<file path="src/rtl/apb_pkg.sv">
// Shared types and defaults for the APB requester: FSM state enum, default widths,
// default ACCESS-phase timeout and a counter-width helper.
package apb_pkg;

  localparam int unsigned ApbAddrWidth     = 8;
  localparam int unsigned ApbDataWidth     = 32;
  localparam int unsigned ApbTimeoutCycles = 16;

  typedef enum logic [1:0] {
    IDLE   = 2'd0,
    SETUP  = 2'd1,
    ACCESS = 2'd2
  } apb_state_e;

  // Wait counter only has to reach cycles-1 before it fires.
  function automatic int unsigned tmo_cnt_width(input int unsigned cycles);
    return (cycles < 2) ? 1 : $clog2(cycles);
  endfunction

endpackage

</file>
<file path="src/rtl/apb_master_if.sv">
// Command/response stream plus APB bus seen by the requester (master modport) and by
// whatever drives commands and models the completer (slave modport).
interface apb_master_if #(
  parameter int unsigned ADDR_WIDTH = apb_pkg::ApbAddrWidth,
  parameter int unsigned DATA_WIDTH = apb_pkg::ApbDataWidth
) ();

  logic                  req_valid;
  logic                  req_ready;
  logic                  req_write;
  logic [ADDR_WIDTH-1:0] req_addr;
  logic [DATA_WIDTH-1:0] req_wdata;

  logic                  rsp_valid;
  logic [DATA_WIDTH-1:0] rsp_rdata;
  logic                  rsp_error;

  logic                  PSELx;
  logic                  PENABLE;
  logic                  PWRITE;
  logic [ADDR_WIDTH-1:0] PADDR;
  logic [DATA_WIDTH-1:0] PWDATA;
  logic [DATA_WIDTH-1:0] PRDATA;
  logic                  PREADY;
  logic                  PSLVERR;

  modport master (
    input  req_valid, req_write, req_addr, req_wdata,
    output req_ready,
    output rsp_valid, rsp_rdata, rsp_error,
    output PSELx, PENABLE, PWRITE, PADDR, PWDATA,
    input  PRDATA, PREADY, PSLVERR
  );

  modport slave (
    output req_valid, req_write, req_addr, req_wdata,
    input  req_ready,
    input  rsp_valid, rsp_rdata, rsp_error,
    input  PSELx, PENABLE, PWRITE, PADDR, PWDATA,
    output PRDATA, PREADY, PSLVERR
  );

endinterface

</file>
<file path="src/rtl/apb_master_tmo.sv">
// ACCESS-phase wait counter: cleared while in SETUP, counts PREADY-low ACCESS cycles and
// flags expiry on the TIMEOUT_CYCLES-th such cycle.
module apb_master_tmo
  import apb_pkg::*;
#(
  parameter int unsigned TIMEOUT_CYCLES = ApbTimeoutCycles
) (
  input  logic clk_i,
  input  logic rst_i,
  input  logic clr_i,
  input  logic wait_i,
  output logic expired_o
);

  localparam int unsigned CntWidth = tmo_cnt_width(TIMEOUT_CYCLES);
  localparam logic [CntWidth-1:0] LastCnt = CntWidth'(TIMEOUT_CYCLES - 1);

  logic [CntWidth-1:0] cnt_q, cnt_d;

  always_comb begin
    cnt_d = cnt_q;
    if (clr_i) begin
      cnt_d = '0;
    end else if (wait_i) begin
      cnt_d = cnt_q + 1'b1;
    end
  end

  always_ff @(posedge clk_i or posedge rst_i) begin
    if (rst_i) begin
      cnt_q <= '0;
    end else begin
      cnt_q <= cnt_d;
    end
  end

  assign expired_o = wait_i && (cnt_q == LastCnt);

endmodule

</file>
<file path="src/rtl/apb_master.sv">
// APB requester: converts a valid/ready command stream into SETUP/ACCESS transfers and
// returns one response pulse per command. Define APB_MASTER_TIMEOUT_EN to bound ACCESS waits.
module apb_master
  import apb_pkg::*;
#(
  parameter int unsigned ADDR_WIDTH     = ApbAddrWidth,
  parameter int unsigned DATA_WIDTH     = ApbDataWidth,
  parameter int unsigned TIMEOUT_CYCLES = ApbTimeoutCycles
) (
  input logic        PCLK,
  input logic        PRESET,
  apb_master_if.master bus
);

  if (TIMEOUT_CYCLES < 1) begin : g_tmo_check
    $error("TIMEOUT_CYCLES must be at least 1");
  end

  apb_state_e state_q, state_d;

  logic                  write_q, write_d;
  logic [ADDR_WIDTH-1:0] addr_q, addr_d;
  logic [DATA_WIDTH-1:0] wdata_q, wdata_d;
  logic                  rsp_valid_q, rsp_valid_d;
  logic [DATA_WIDTH-1:0] rsp_rdata_q, rsp_rdata_d;
  logic                  rsp_error_q, rsp_error_d;

  logic req_ready;
  logic psel;
  logic penable;
  logic accept;
  logic tmo_expired;

`ifdef APB_MASTER_TIMEOUT_EN
  apb_master_tmo #(
    .TIMEOUT_CYCLES(TIMEOUT_CYCLES)
  ) u_tmo (
    .clk_i    (PCLK),
    .rst_i    (PRESET),
    .clr_i    (state_q == SETUP),
    .wait_i   ((state_q == ACCESS) && !bus.PREADY),
    .expired_o(tmo_expired)
  );
`else
  assign tmo_expired = 1'b0;
`endif

  assign accept = bus.req_valid && req_ready;

  always_ff @(posedge PCLK or posedge PRESET) begin
    if (PRESET) begin
      state_q <= IDLE;
    end else begin
      state_q <= state_d;
    end
  end

  always_comb begin
    state_d     = state_q;
    write_d     = write_q;
    addr_d      = addr_q;
    wdata_d     = wdata_q;
    rsp_valid_d = 1'b0;
    rsp_rdata_d = rsp_rdata_q;
    rsp_error_d = rsp_error_q;

    if (accept) begin
      write_d = bus.req_write;
      addr_d  = bus.req_addr;
      wdata_d = bus.req_wdata;
    end

    unique case (state_q)
      IDLE: begin
        if (bus.req_valid) state_d = SETUP;
      end
      SETUP: begin
        state_d = ACCESS;
      end
      ACCESS: begin
        if (bus.PREADY) begin
          rsp_valid_d = 1'b1;
          rsp_rdata_d = write_q ? '0 : bus.PRDATA;
          rsp_error_d = bus.PSLVERR;
          // A command taken in the completing cycle skips IDLE entirely.
          state_d     = bus.req_valid ? SETUP : IDLE;
        end else if (tmo_expired) begin
          rsp_valid_d = 1'b1;
          rsp_rdata_d = '0;
          rsp_error_d = 1'b1;
          state_d     = IDLE;
        end
      end
      default: state_d = IDLE;
    endcase
  end

  always_comb begin
    req_ready = 1'b0;
    psel      = 1'b0;
    penable   = 1'b0;
    unique case (state_q)
      IDLE:   req_ready = 1'b1;
      SETUP:  psel      = 1'b1;
      ACCESS: begin
        psel      = 1'b1;
        penable   = 1'b1;
        req_ready = bus.PREADY;
      end
      default: ;
    endcase
  end

  always_ff @(posedge PCLK or posedge PRESET) begin
    if (PRESET) begin
      write_q     <= 1'b0;
      addr_q      <= '0;
      wdata_q     <= '0;
      rsp_valid_q <= 1'b0;
      rsp_rdata_q <= '0;
      rsp_error_q <= 1'b0;
    end else begin
      write_q     <= write_d;
      addr_q      <= addr_d;
      wdata_q     <= wdata_d;
      rsp_valid_q <= rsp_valid_d;
      rsp_rdata_q <= rsp_rdata_d;
      rsp_error_q <= rsp_error_d;
    end
  end

  assign bus.req_ready = req_ready;
  assign bus.PSELx     = psel;
  assign bus.PENABLE   = penable;
  assign bus.PWRITE    = write_q;
  assign bus.PADDR     = addr_q;
  assign bus.PWDATA    = wdata_q;
  assign bus.rsp_valid = rsp_valid_q;
  assign bus.rsp_rdata = rsp_rdata_q;
  assign bus.rsp_error = rsp_error_q;

endmodule
</file>
<file path="src/flat_wrapper.sv">
// flat-port wrapper written by rule: the top's interface ports become plain ports
module apb_master_flat import apb_pkg::*;
#(
  parameter int unsigned ADDR_WIDTH     = ApbAddrWidth,
  parameter int unsigned DATA_WIDTH     = ApbDataWidth,
  parameter int unsigned TIMEOUT_CYCLES = ApbTimeoutCycles
)
  (PCLK, PRESET, bus_req_valid, bus_req_write, bus_req_addr, bus_req_wdata, bus_req_ready, bus_rsp_valid, bus_rsp_rdata, bus_rsp_error, bus_PSELx, bus_PENABLE, bus_PWRITE, bus_PADDR, bus_PWDATA, bus_PRDATA, bus_PREADY, bus_PSLVERR);
  apb_master_if #(.ADDR_WIDTH(ADDR_WIDTH), .DATA_WIDTH(DATA_WIDTH)) bus_i ();
  input logic PCLK;
  input logic PRESET;
  input wire logic [$bits(bus_i.req_valid)-1:0] bus_req_valid;
  input wire logic [$bits(bus_i.req_write)-1:0] bus_req_write;
  input wire logic [$bits(bus_i.req_addr)-1:0] bus_req_addr;
  input wire logic [$bits(bus_i.req_wdata)-1:0] bus_req_wdata;
  output wire logic [$bits(bus_i.req_ready)-1:0] bus_req_ready;
  output wire logic [$bits(bus_i.rsp_valid)-1:0] bus_rsp_valid;
  output wire logic [$bits(bus_i.rsp_rdata)-1:0] bus_rsp_rdata;
  output wire logic [$bits(bus_i.rsp_error)-1:0] bus_rsp_error;
  output wire logic [$bits(bus_i.PSELx)-1:0] bus_PSELx;
  output wire logic [$bits(bus_i.PENABLE)-1:0] bus_PENABLE;
  output wire logic [$bits(bus_i.PWRITE)-1:0] bus_PWRITE;
  output wire logic [$bits(bus_i.PADDR)-1:0] bus_PADDR;
  output wire logic [$bits(bus_i.PWDATA)-1:0] bus_PWDATA;
  input wire logic [$bits(bus_i.PRDATA)-1:0] bus_PRDATA;
  input wire logic [$bits(bus_i.PREADY)-1:0] bus_PREADY;
  input wire logic [$bits(bus_i.PSLVERR)-1:0] bus_PSLVERR;
  assign bus_i.req_valid = bus_req_valid;
  assign bus_i.req_write = bus_req_write;
  assign bus_i.req_addr = bus_req_addr;
  assign bus_i.req_wdata = bus_req_wdata;
  assign bus_req_ready = bus_i.req_ready;
  assign bus_rsp_valid = bus_i.rsp_valid;
  assign bus_rsp_rdata = bus_i.rsp_rdata;
  assign bus_rsp_error = bus_i.rsp_error;
  assign bus_PSELx = bus_i.PSELx;
  assign bus_PENABLE = bus_i.PENABLE;
  assign bus_PWRITE = bus_i.PWRITE;
  assign bus_PADDR = bus_i.PADDR;
  assign bus_PWDATA = bus_i.PWDATA;
  assign bus_i.PRDATA = bus_PRDATA;
  assign bus_i.PREADY = bus_PREADY;
  assign bus_i.PSLVERR = bus_PSLVERR;
  apb_master #(.ADDR_WIDTH(ADDR_WIDTH), .DATA_WIDTH(DATA_WIDTH), .TIMEOUT_CYCLES(TIMEOUT_CYCLES)) u_core (.PCLK(PCLK), .PRESET(PRESET), .bus(bus_i));
endmodule
</file>
<file path="config.mk">
export PLATFORM = sky130hd
export DESIGN_NAME = apb_master_flat
export DESIGN_NICKNAME = d
export VERILOG_FILES = /design/src/rtl/apb_pkg.sv /design/src/rtl/apb_master_if.sv /design/src/rtl/apb_master_tmo.sv /design/src/rtl/apb_master.sv /design/src/flat_wrapper.sv
export SDC_FILE = /design/constraint.sdc
export NUM_CORES = 1
export LEC_CHECK = 0
export CAP_MARGIN = 0
export CORE_MARGIN = 4
export CORE_UTILIZATION = 37
export CTS_CLUSTER_SIZE = 25
export DETAILED_ROUTE_END_ITERATION = 10
export MAX_ROUTING_LAYER = met4
export PLACE_DENSITY_LB_ADDON = 0.2
export SLEW_MARGIN = 20
export SYNTH_ARGS = -nofsm -noshare
export SYNTH_HDL_FRONTEND = slang
export SYNTH_HIERARCHICAL = 1
export SYNTH_SLANG_ARGS = --single-unit
</file>
<file path="constraint.sdc">
create_clock -name PCLK -period 2.39 [get_ports PCLK]
set_input_delay 0.3585 -clock PCLK [delete_from_list [all_inputs] [get_ports PCLK]]
set_output_delay 0.3585 -clock PCLK [all_outputs]
set_load 0.05 [all_outputs]
</file>
==> summary.log <==
[route] DR WL/cell 15.45 um
[route] via count 2,294
[floorplanning] die extent in y 102.7 um
[floorplanning] area of the core region 8721 sq um
[synthesis] simple-gate share of the synthesized area 0.1102
[final_layout] diode insertion count for antenna repair 0
[synthesis] largest family of logic cells by synthesized area multiplexers
[pwr] switching share of total power 0.4735
[sta] Setup TNS 0 ns
[synthesis] share of cell area taken by muxes after synthesis 0.1913
[place] placer's final routability congestion estimate 0.8122
[global_route] all-layer global routing usage 0.1570
[synthesis] fraction of the mapped netlist area in adder cells 0.01509
[cts] number of buffers added by the clock tree synthesis step 9
[route] sum of routed wire length over all layers 8.016 mm
[synthesis] post-synth net total 332
[floorplanning] number of rows created at floorplan 34
[pwr] relative contribution of the clock network to total power 0.125
[setup_path] maximum net fanout on the critical path 6
[synthesis] mean area per synthesized cell 13.26 sq um
[sta] Max Slew Vio Count 0
[setup_path] critical path endpoint category output port
[pwr] power after layout 0.008672 W
[global_route] wire length of the first global-routing pass 12.17 mm
[synthesis] Post-Synth XOR/XNOR Area 0
[pwr] Internal Dissipation 0.004566 W
[setup_path] number of buffer and inverter stages on the critical path 2
[setup_path] gate family responsible for the most delay along the worst path buffers and inverters
[synthesis] top cells by area, synth dfrtp_1 (58%), mux2_4 (18%), nand2b_1 (6.0%)
[setup_path] first element of the critical path u_core/state_q[0]
[floorplanning] Top Ports 156
[floorplanning] floorplan die area 10,540 sq um
[route] drt first-iter violations 87
[synthesis] Main synth FF type dfrtp_1
[route] detailed-route DRC error count 0
[synthesis] compound-gate portion of the synthesized area 0.05887
[route] Antenna Violating Nets Remaining 0
[setup_path] worst reg2reg path startpoint u_core/state_q[0]
[sta] Final Hold Violating Endpoints 0
[hold_path] min-delay worst type in2async
[floorplanning] horizontal extent of the die 102.7 um
[cts] CTS tree done
[cts] Clk pin slew, worst setup/hold paths 0.09 ns
[sta] fraction of the cycle the final worst path needs 0.8746
[sta] worst-case headroom to the max-slew limit 0.6340
[final_layout] final layout net count 488
[synthesis] number of enable flip-flop cells after synthesis 0
[cts] number of sinks driven by the clock tree 77
[final_layout] Area growth syn-to-layout 55.58%
[global_route] antenna violations before repair 0
[synthesis] register bit count reported by yosys 77
[synthesis] fraction of post-synthesis cell area in the top cell type by area 0.5811
[sta] Max Clock Freq 0.4784 GHz
[sta] worst slew pin tran 0.5484 ns
[setup_path] startpoint kind of the worst setup timing path register
[sta] setup slack after layout 0.2996 ns
[setup_path] slowest stage cell, crit path dlygate4sd2_1
[final_layout] final core utilization 0.5915
[sta] setup repair after global routing missed its margin false
[setup_path] Crit path largest cell delay 0.57 ns
[sta] clock skew after layout 0.005772 ns
[pwr] power per cell area 1681 nW/um^2
[pwr] proportion of power drawn by combinational gates 0.607
[cts] clock tree root driver cell clkbuf_8
[cts] clock latency on the worst-skew pair 0.34 ns
[route] average vias per placed instance 4.420
[pwr] leak pwr 2.332 nW
[sta] final setup violation count 0
[cts] Post-CTS Repair Setup Buffers 0
[final_layout] share of cells above drive strength 1 0.1679
[cts] H-tree Lvls 3
[place] Final HPWL DP 5.924 mm
[synthesis] dominant cell type by area after synthesis dfrtp_1
[setup_path] Crit Path Class reg2out
[floorplanning] starting utilization of the core area 0.3802
[synthesis] sequential share of the synthesized area 0.5811
[synthesis] netlist area before placement 3316 sq um
[global_route] maximum number of pins on one net before global-route repair 65
[setup_path] series of cell instances along the critical path inv_1 -> ha_1 -> dlygate4sd2_1
[cts] count of hold buffers inserted by post-cts repair 0
[setup_path] Worst Path Arrival 1.73 ns
[pwr] proportion of power drawn by flip-flops and latches 0.268
[run] number of maximum-capacitance violations 0
[run_status] run status finished, final reports clean
[pwr] net switching power 0.004106 W
[sta] final period demand of the worst path 2.090 ns
[route] detailed-routing iteration count for the pre-antenna-repair pass 4
[global_route] total congestion overflow 0
[place] Port Buffers 155
[setup_path] critical path data required time 2.03 ns
[synthesis] Syn. warnings 6
[global_route] number of global-route vias before repair 2,346
[place] worst slack at placement 0.3805 ns
[pwr] highest ir drop seen on vdd 0.8113 mV
[synthesis] asr flop ratio synth 1.000
[cts] clock buffer depth 2
[synthesis] unique cell type count in the Yosys netlist 17
[synthesis] Post-Synthesis Cells 250
[sta] worst hold slack across all endpoints 0.3663 ns
[sequential cells by signal (all words and copies together) (netlist names)]
register and cells:
u_core/state_q 2, u_core/bus.PADDR 8, u_core/bus.PWDATA 32, u_core/bus.rsp_error 1
u_core/bus.rsp_rdata 32, u_core/bus.PWRITE 1, u_core/bus.rsp_valid 1
[cell usage in the layout, fill, tap and decap left out, drive strengths merged]
master / Yosys / routed
nand2: 36 / 36
nor2b: 1 / 1
nand2b: 32 / 32
dfrtp: 77 / 77
bufinv: 0 / 2
ha: 4 / 4
mux2: 43 / 43
inv: 6 / 6
clkinv: 0 / 4
clkbuf: 7 / 9
and2b: 1 / 1
a21o: 1 / 1
o22ai: 1 / 1
dlygate4sd2: 0 / 1
clkinvlp: 0 / 1
clkdlybuf4s50: 0 / 151
o221ai: 1 / 1
dlymetal6s2s: 0 / 1
o21ai: 33 / 33
buf: 7 / 6
[layout make-up]
type	instances	area, sq um
fill	740	3562
timing repair buffer	159	1603
clock buffer	9	123.9
inverter	6	23.77
clock inverter	7	98.84
tap	108	135.1
multi-input combinational	153	1247
sequential	77	1927
[cells by family after synthesis]
group	Yosys count
buffers and inverters	20
DFF	77
adders and majority gates	4
AOI/OAI and AO/OA	36
and+or+nand+nor	70
muxes	43
[layer usage]
metal	vias up	GRT usage	wire length, um
met5	-	-	0
met4	0	0.04642	78
met3	6	0.04465	546
met2	68	0.2572	4184
met1	1085	0.1887	3206
li1	1135	-	-
[power groups by stage]
stage                     Clock [W]  Combinational [W]  Sequential, W
after floorplan                   0            0.00150        0.00450
after global placement            0            0.00526        0.00233
after detailed placement          0            0.00532        0.00235
after CTS                   0.00113            0.00533        0.00233
after global routing        0.00119            0.00549        0.00242
final                       0.00109            0.00526        0.00232
[stage by stage]
stage	area, sq um	instances
3_5_place_dp	4935	503
2_1_floorplan	3316	250
6_report	5159	519
5_1_grt	5159	519
3_3_place_gp	4935	503
4_1_cts	5156	519
[what timing repair did]
action / 4_1_cts / 5_1_grt
endpoints found under the setup margin: 1 / 1
gates resized for setup: 1 / 1
gates cloned: 0 / 0
[synth_stat cells (3+ instances only)]
master    count
buf_12        4
buf_2         3
clkbuf_1      7
dfrtp_1      77
ha_1          4
inv_1         6
mux2_2        3
mux2_4       40
nand2_1      35
nand2b_1     32
o21ai_0      33
[worst register-to-register path, cell delays in order, from the launching register on]
cell     delay, ns
dfrtp_1       0.43
inv_1         0.09
ha_1          0.29
a21o_4        0.26
nand2_8       0.33
mux2_2        0.43
[final timing paths]
path                                           end  cells past startpoint  slack (ns)
min                          u_core/bus.PWDATA[17]                      2        0.37
min in group PCLK          u_core/bus.rsp_rdata[1]                      2        0.48
max                                    bus_PENABLE                      3        0.30
min reg2reg                u_core/bus.rsp_rdata[1]                      2        0.48
max reg2reg                  u_core/bus.PWDATA[31]                      5        0.46
max in group asynchronous    u_core/bus.PWDATA[20]                      3        1.33
(Power assumes the default switching activity.)
